## config.mk

```make
export PLATFORM = sky130hd
export DESIGN_NAME = fetch_stage
export DESIGN_NICKNAME = d
export VERILOG_FILES = /design/src/rtl/fetch_stage.sv
export SDC_FILE = /design/constraint.sdc
export NUM_CORES = 1
export LEC_CHECK = 0
export ABC_AREA = 1
export CAP_MARGIN = 20
export CORE_ASPECT_RATIO = 1.2
export CORE_MARGIN = 10
export CORE_UTILIZATION = 42
export DETAILED_ROUTE_END_ITERATION = 6
export PLACE_DENSITY = 0.76
export SLEW_MARGIN = 20
export SYNTH_ARGS = -nofsm -noshare
export SYNTH_HDL_FRONTEND = slang
export SYNTH_SLANG_ARGS = --single-unit
export TNS_END_PERCENT = 50
```

## constraint.sdc

```tcl
create_clock -name clk -period 1.4 [get_ports clk]
set_clock_uncertainty 0.1 [all_clocks]
set_input_delay 0.42 -clock clk [delete_from_list [all_inputs] [get_ports clk]]
set_output_delay 0.42 -clock clk [all_outputs]
set_load 0.02 [all_outputs]
```

## src/rtl/fetch_stage.sv

```systemverilog
// fetch_stage: instruction-fetch stage holding the PC, issuing one memory request at a time
// and presenting the fetched word in an IF/ID register with redirect-based wrong-path kill.
module fetch_stage #(
   parameter int ADDR_W = 8,
   parameter int INSTR_W = 16,
   parameter logic [ADDR_W-1:0] RESET_PC = '0
) (
   input  logic               clk,
   input  logic               rst,
   output logic               imem_req,
   output logic [ADDR_W-1:0]  imem_addr,
   input  logic               imem_ack,
   input  logic [INSTR_W-1:0] imem_rdata,
   output logic               if_valid,
   output logic [INSTR_W-1:0] if_instr,
   output logic [3:0]         if_opcode,
   output logic [ADDR_W-1:0]  if_pc,
   input  logic               id_ready,
   input  logic               redirect_valid,
   input  logic [ADDR_W-1:0]  redirect_pc
);
   typedef enum logic [1:0] {IDLE, FETCH, HOLD, DRAIN} state_t;
   state_t state, state_n;
   logic [ADDR_W-1:0] pc, pc_n, req_addr, req_addr_n, if_pc_n;
   logic [INSTR_W-1:0] if_instr_n;
   logic if_valid_n;

   assign imem_req  = (state == FETCH) | (state == DRAIN);
   assign imem_addr = req_addr;
   assign if_opcode = if_instr[INSTR_W-1 -: 4];

   always_ff @(posedge clk or posedge rst)
      if (rst) begin
         state    <= IDLE;
         pc       <= RESET_PC;
         req_addr <= RESET_PC;
         if_valid <= 1'b0;
         if_instr <= '0;
         if_pc    <= '0;
      end else begin
         state    <= state_n;
         pc       <= pc_n;
         req_addr <= req_addr_n;
         if_valid <= if_valid_n;
         if_instr <= if_instr_n;
         if_pc    <= if_pc_n;
      end

   always_comb begin
      state_n    = state;
      pc_n       = pc;
      req_addr_n = req_addr;
      if_valid_n = if_valid;
      if_instr_n = if_instr;
      if_pc_n    = if_pc;
      case (state)
         IDLE: begin
            state_n    = FETCH;
            req_addr_n = pc;
         end
         FETCH:
            if (imem_ack && redirect_valid) begin
               pc_n       = redirect_pc;
               req_addr_n = redirect_pc;
            end else if (imem_ack) begin
               if_instr_n = imem_rdata;
               if_pc_n    = req_addr;
               if_valid_n = 1'b1;
               pc_n       = pc + ADDR_W'(1);
               state_n    = HOLD;
            end else if (redirect_valid) begin
               pc_n    = redirect_pc;
               state_n = DRAIN;
            end
         HOLD:
            if (redirect_valid || id_ready) begin
               if_valid_n = 1'b0;
               pc_n       = redirect_valid ? redirect_pc : pc;
               req_addr_n = redirect_valid ? redirect_pc : pc;
               state_n    = FETCH;
            end
         DRAIN: begin
            // stale response is thrown away; a redirect arriving with it still wins
            pc_n = redirect_valid ? redirect_pc : pc;
            if (imem_ack) begin
               req_addr_n = redirect_valid ? redirect_pc : pc;
               state_n    = FETCH;
            end
         end
         default: state_n = IDLE;
      endcase
   end
endmodule

```

* Word level (Yosys, flattened, before mapping)
Cells that the tools add are included.
Cells by class: multiplexer cells 18, eq/ne operators 9, $add $sub $neg 1, reduce and logical (&&, ||, !) cells 10, bitwise gates (word level) 2
Operator list (count):
- $mux 8 | 6
- $pmux 8 s4 | 1
- $pmux 8 s3 | 1
- $mux 2 | 5
- $add 8x1->8 const B | 1
- $ne 2x2->1 const B | 4
- $pmux 2 s4 | 1
- $reduce_and 4->1 | 2
- $reduce_and 3->1 | 2
- $eq 2x2->1 const B | 2
- $mux 1 | 3
- $ne 3x3->1 const B | 1
- $reduce_bool 3->1 | 1
- $eq 2x1->1 const B | 1
- $logic_not 2->1 | 1
- $ne 2x1->1 const B | 1
- $pmux 1 s2 | 1
- $reduce_and 2->1 | 1
- $reduce_bool 2->1 | 1
- $logic_and 1x1->1 | 1
- $logic_or 1x1->1 | 1
- $not 1->1 | 1
- $or 1x1->1 | 1
Word-level totals: bits of input ports 29, bits in registers 43

* Depth between registers and ports, before layout
Gate-level depths: netlist (run 1).
depth after elaboration 4, depth in mapped cells 9, mapped depth without buffers 9

* Least setup slack after synthesis (run 1)
Ideal clock, no wire load.
path type input to register, start point input redirect_valid, end point register if_instr[10], stages 8, data arrival time 1.266 ns, setup slack -0.083 ns, buffers on the path 2, cells stage by stage buf_2 > nor2_4 > inv_2 > nor2_4 > inv_2 > buf_2 > nand2_1 > nand2_1
Between the ends: longest elaborated chain between the ends 3
RTL lines:
- start, declared | line 19 | input logic redirect_valid,
- $logic_and 1x1->1 | line 62 | if (imem_ack && redirect_valid) begin
- $not 1->1 (no source line)
- $reduce_and 3->1 (no source line)
- end signal, assigned | line 45 | if_instr <= if_instr_n;
- end, declared | line 15 | output logic [INSTR_W-1:0] if_instr,
No other way between the ends. A chain may end at the register's enable or synchronous reset.

* Worst setup path in the final report (run 1)
start point register state[1], end point register if_instr[13]
Between the ends: longest elaborated chain between the ends 2
RTL lines:
- start, declared | line 23 | state_t state, state_n;
- start signal, assigned | line 41 | state <= state_n;
- $eq 2x1->1 | line 56 | case (state)
- $reduce_and 3->1 (no source line)
No other way between the ends.

==> flow_metrics.env, run 1 <==
export IMPL_run_status="finished with violations"
export IMPL_violations="setup timing"
export IMPL_worstReg2RegStart="state[1]"
export IMPL_ant_nets=0
export IMPL_cts_tree="yes"
export IMPL_place_inst=422
export IMPL_cp_max_fo=16
export IMPL_clk_pin_slew_worst_paths_ns=0.08
export IMPL_core_area_sq_um=5010
export IMPL_start_kind="register"
export IMPL_max_freq_mhz=675
export IMPL_vias=2216
export IMPL_reg2reg_slack_ns=-0.08
export IMPL_place_area_sq_um=3110
export IMPL_cap_violations=0
export IMPL_diodes=0
export IMPL_final_nets=409
export IMPL_rows=28
export IMPL_pwr_share_seq=0.321
export IMPL_antenna_found_initial=0
export IMPL_cts_max_path_buffers=2
export IMPL_finalSetupTns_ns=-1.36
export IMPL_syn_nets=313
export IMPL_htree_levels=2
export IMPL_io_pins=67
export IMPL_place_congestion=0.878
export IMPL_drtIter0Drc=165
export IMPL_synth_top_flop_cell="dfrtp_1"
export IMPL_criticalPathCategory="register to register"
export IMPL_cts_sinks=43
export IMPL_synth_area_leaders="dfrtp_1 49%, nand2_1 16%, o21ai_0 7.7%"
export IMPL_finalMaxSlewViolations=0
export IMPL_slew_limit_headroom=0.831
export IMPL_wl_um=6870
export IMPL_path_delay_family="buffers and inverters"
export IMPL_grt_pass1_vias=2122
export IMPL_avgSynthCellArea_sq_um=7.83
export IMPL_via_per_inst=5.04
export IMPL_switching_share=0.454
export IMPL_die_h_um=99.5
export IMPL_dp_hpwl_um=4710
export IMPL_cts_made_buffers=5
export IMPL_wire_per_inst_um=15.6
export IMPL_path_cells="inv_4, nand2_8, buf_4, nor2_4, inv_4, clkbuf_16, nand2_1, nand2_1"
export IMPL_crit_buf_inv=4
export IMPL_drc=0
export IMPL_syn_inst=283
export IMPL_die_area_sq_um=8590
export IMPL_seq_area_frac_synth=0.486
export IMPL_finalWorstSetupSlack_ns=-0.0824
export IMPL_synth_area_leader_cell="dfrtp_1"
export IMPL_synth_cell_area_sq_um=2210
export IMPL_clock_latency_ns=0.29
export IMPL_synth_edf_count=0
export IMPL_power_density_nw_per_um2=2070
export IMPL_portBuffers=66
export IMPL_cts_root_buffer_cell="clkbuf_8"
export IMPL_setup_viol=32
export IMPL_worst_pin_slew_ns=0.253
export IMPL_hold_class="register to register"
export IMPL_num_fill_cells=435
export IMPL_first_pass_iters=4
export IMPL_worstPathRequired_ns=1.48
export IMPL_synthArstFlopShare=1.00
export IMPL_grt_max_degree=44
export IMPL_combPwrFrac=0.565
export IMPL_start_util=0.442
export IMPL_switchingPower_mw=3.04
export IMPL_grt_remaining_overflow=0
export IMPL_netlist_cell_type_count=30
export IMPL_p_int_mw=3.65
export IMPL_cp_startpoint="state[1]"
export IMPL_grt_pass1_wl_um=10600
export IMPL_die_width_um=86.3
export IMPL_synth_seq_cells=43
export IMPL_final_hold_viol_count=0
export IMPL_slowest_delay_ns=0.41
export IMPL_track_usage=0.149
export IMPL_ir_drop_uv=889
export IMPL_rsz0062_at_grt="true"
export IMPL_worst_ep_arrival_time_ns=1.56
export IMPL_p_clk_frac=0.113
export IMPL_min_period_ns=1.48
export IMPL_final_layout_size_suffix_gt1_frac=0.311
export IMPL_final_core_util=0.646
export IMPL_hp_start="if_instr[6]"
export IMPL_leakagePower_nw=1.65
export IMPL_timing_final_crit_share=1.06
export IMPL_crit_slowest_cell="dfrtp_1"
export IMPL_design_area_sq_um=3230
export IMPL_final_cells=440
export IMPL_endpoint_kind="register"
export IMPL_ys_warn_count=0
export IMPL_syn_to_final_growth_pct=46.0
export IMPL_synth_top_area_frac=0.486
[worst paths after layout]
path / cells after the start / end
hold reg to reg: 2 / if_instr[6]
setup reg to reg: 8 / if_instr[13]
hold / removal: 2 / if_instr[6]
min in group asynchronous: 3 / if_instr[13]
setup / recovery: 8 / if_instr[13]
max in group asynchronous: 3 / state[1]
[per-layer routing]
layer / global-route usage / part of all wire / vias up
met3: 0.0294 / 0.052 / 8
met4: 0.0599 / 0.016 / 0
met2: 0.261 / 0.53 / 76
met5: 0 / 0 / -
li1: - / - / 1109
met1: 0.173 / 0.40 / 1023
[sequential cells by signal (all words and copies together), names as in the netlist]
signal     count
pc             8
state          2
imem_addr      8
if_pc          8
if_valid       1
if_instr      16
[worst reg2reg max path: cells and delay by family (launching register included)]
family,cells,cell delay (ns)
buf+inv,4,0.54
flops,1,0.41
simple gates,4,0.32
[area by class of cell]
type | count | area (sq um) | share of cell area
Clock buffer | 7 | 76.3 | 0.0236
Clock inverter | 1 | 5.00 | 0.00155
Inverter | 34 | 144 | 0.0445
Multi-Input combinational cell | 192 | 1000 | 0.310
Sequential cell | 43 | 1080 | 0.333
Tap cell | 60 | 75.1 | 0.0232
Timing Repair Buffer | 103 | 855 | 0.264
[synth_stat cells, types with 2 or more instances]
| library cell | n |
|---|---|
| o21ai_0 | 34 |
| a21oi_1 | 8 |
| nand2_1 | 96 |
| buf_6 | 3 |
| nor2_4 | 2 |
| buf_4 | 4 |
| o211ai_1 | 3 |
| a22oi_1 | 7 |
| o21ai_2 | 2 |
| nor2_1 | 12 |
| nor3_1 | 3 |
| dfrtp_1 | 43 |
| nand3_1 | 4 |
| o21ai_1 | 9 |
| inv_1 | 29 |
| inv_2 | 5 |
| buf_2 | 6 |
[cell usage in the layout, fill, tap and decap left out, drive strengths merged, types with 3 or more instances in the layout]
cell and n:
clkdlybuf4s15 3, a22oi 7, o211ai 3, o21ai 45, nand2 97, nand3 4
nor3 4, inv 31, clkbuf 9, a21oi 8, buf 72, clkdlybuf4s50 25
clkinvlp 3, nor2 14, dfrtp 43
[power by group through the flow]
| stage | Sequential [mW] | Clock [mW] | Combinational (mW) |
|---|---|---|---|
| global route | 2.22 | 0.845 | 4.13 |
| global placement | 2.16 | 0 | 3.73 |
| floorplan | 2.70 | 0 | 1.53 |
| detailed placement | 2.18 | 0 | 3.81 |
| CTS | 2.14 | 0.773 | 3.53 |
| finish | 2.15 | 0.759 | 3.78 |
[metrics by stage]
stage / setup slack (ns) / power (mW) / hold slack [ns]
floorplan: -0.0830 / 4.23 / 0.318
detailed placement: -0.607 / 5.99 / 0.360
global placement: -0.562 / 5.89 / 0.354
CTS: -0.0258 / 6.45 / 0.374
global route: -0.137 / 7.19 / 0.390
finish: -0.0824 / 6.69 / 0.371
[timing repair]
item,in CTS,in global routing
gates cloned,3,2
endpoints found under the setup margin,81,46
gates resized for setup,183,26
buffers inserted,2,3
pin swaps,5,4
hold endpoints to repair,0,0
hold buffers,0,0
[cells by family after synthesis]
family | synth area share
AO/OA/AOI/OAI | 0.177
adder cells (fa/ha/maj) | 0.00565
buffers and inverters | 0.102
flip-flops | 0.486
AND/OR/NAND/NOR | 0.230
Power figures use the tool's default switching activity.
==> run 2: changes to the inputs <==
--- a/config.mk
+++ b/config.mk
@@ -12,7 +12,6 @@
 export CORE_UTILIZATION = 42
 export DETAILED_ROUTE_END_ITERATION = 6
 export PLACE_DENSITY = 0.76
-export SLEW_MARGIN = 20
 export SYNTH_ARGS = -nofsm -noshare
 export SYNTH_HDL_FRONTEND = slang
 export SYNTH_SLANG_ARGS = --single-unit
==> results of run 2 <==
Final layout, timing and power as in run 1 (identical DEF).
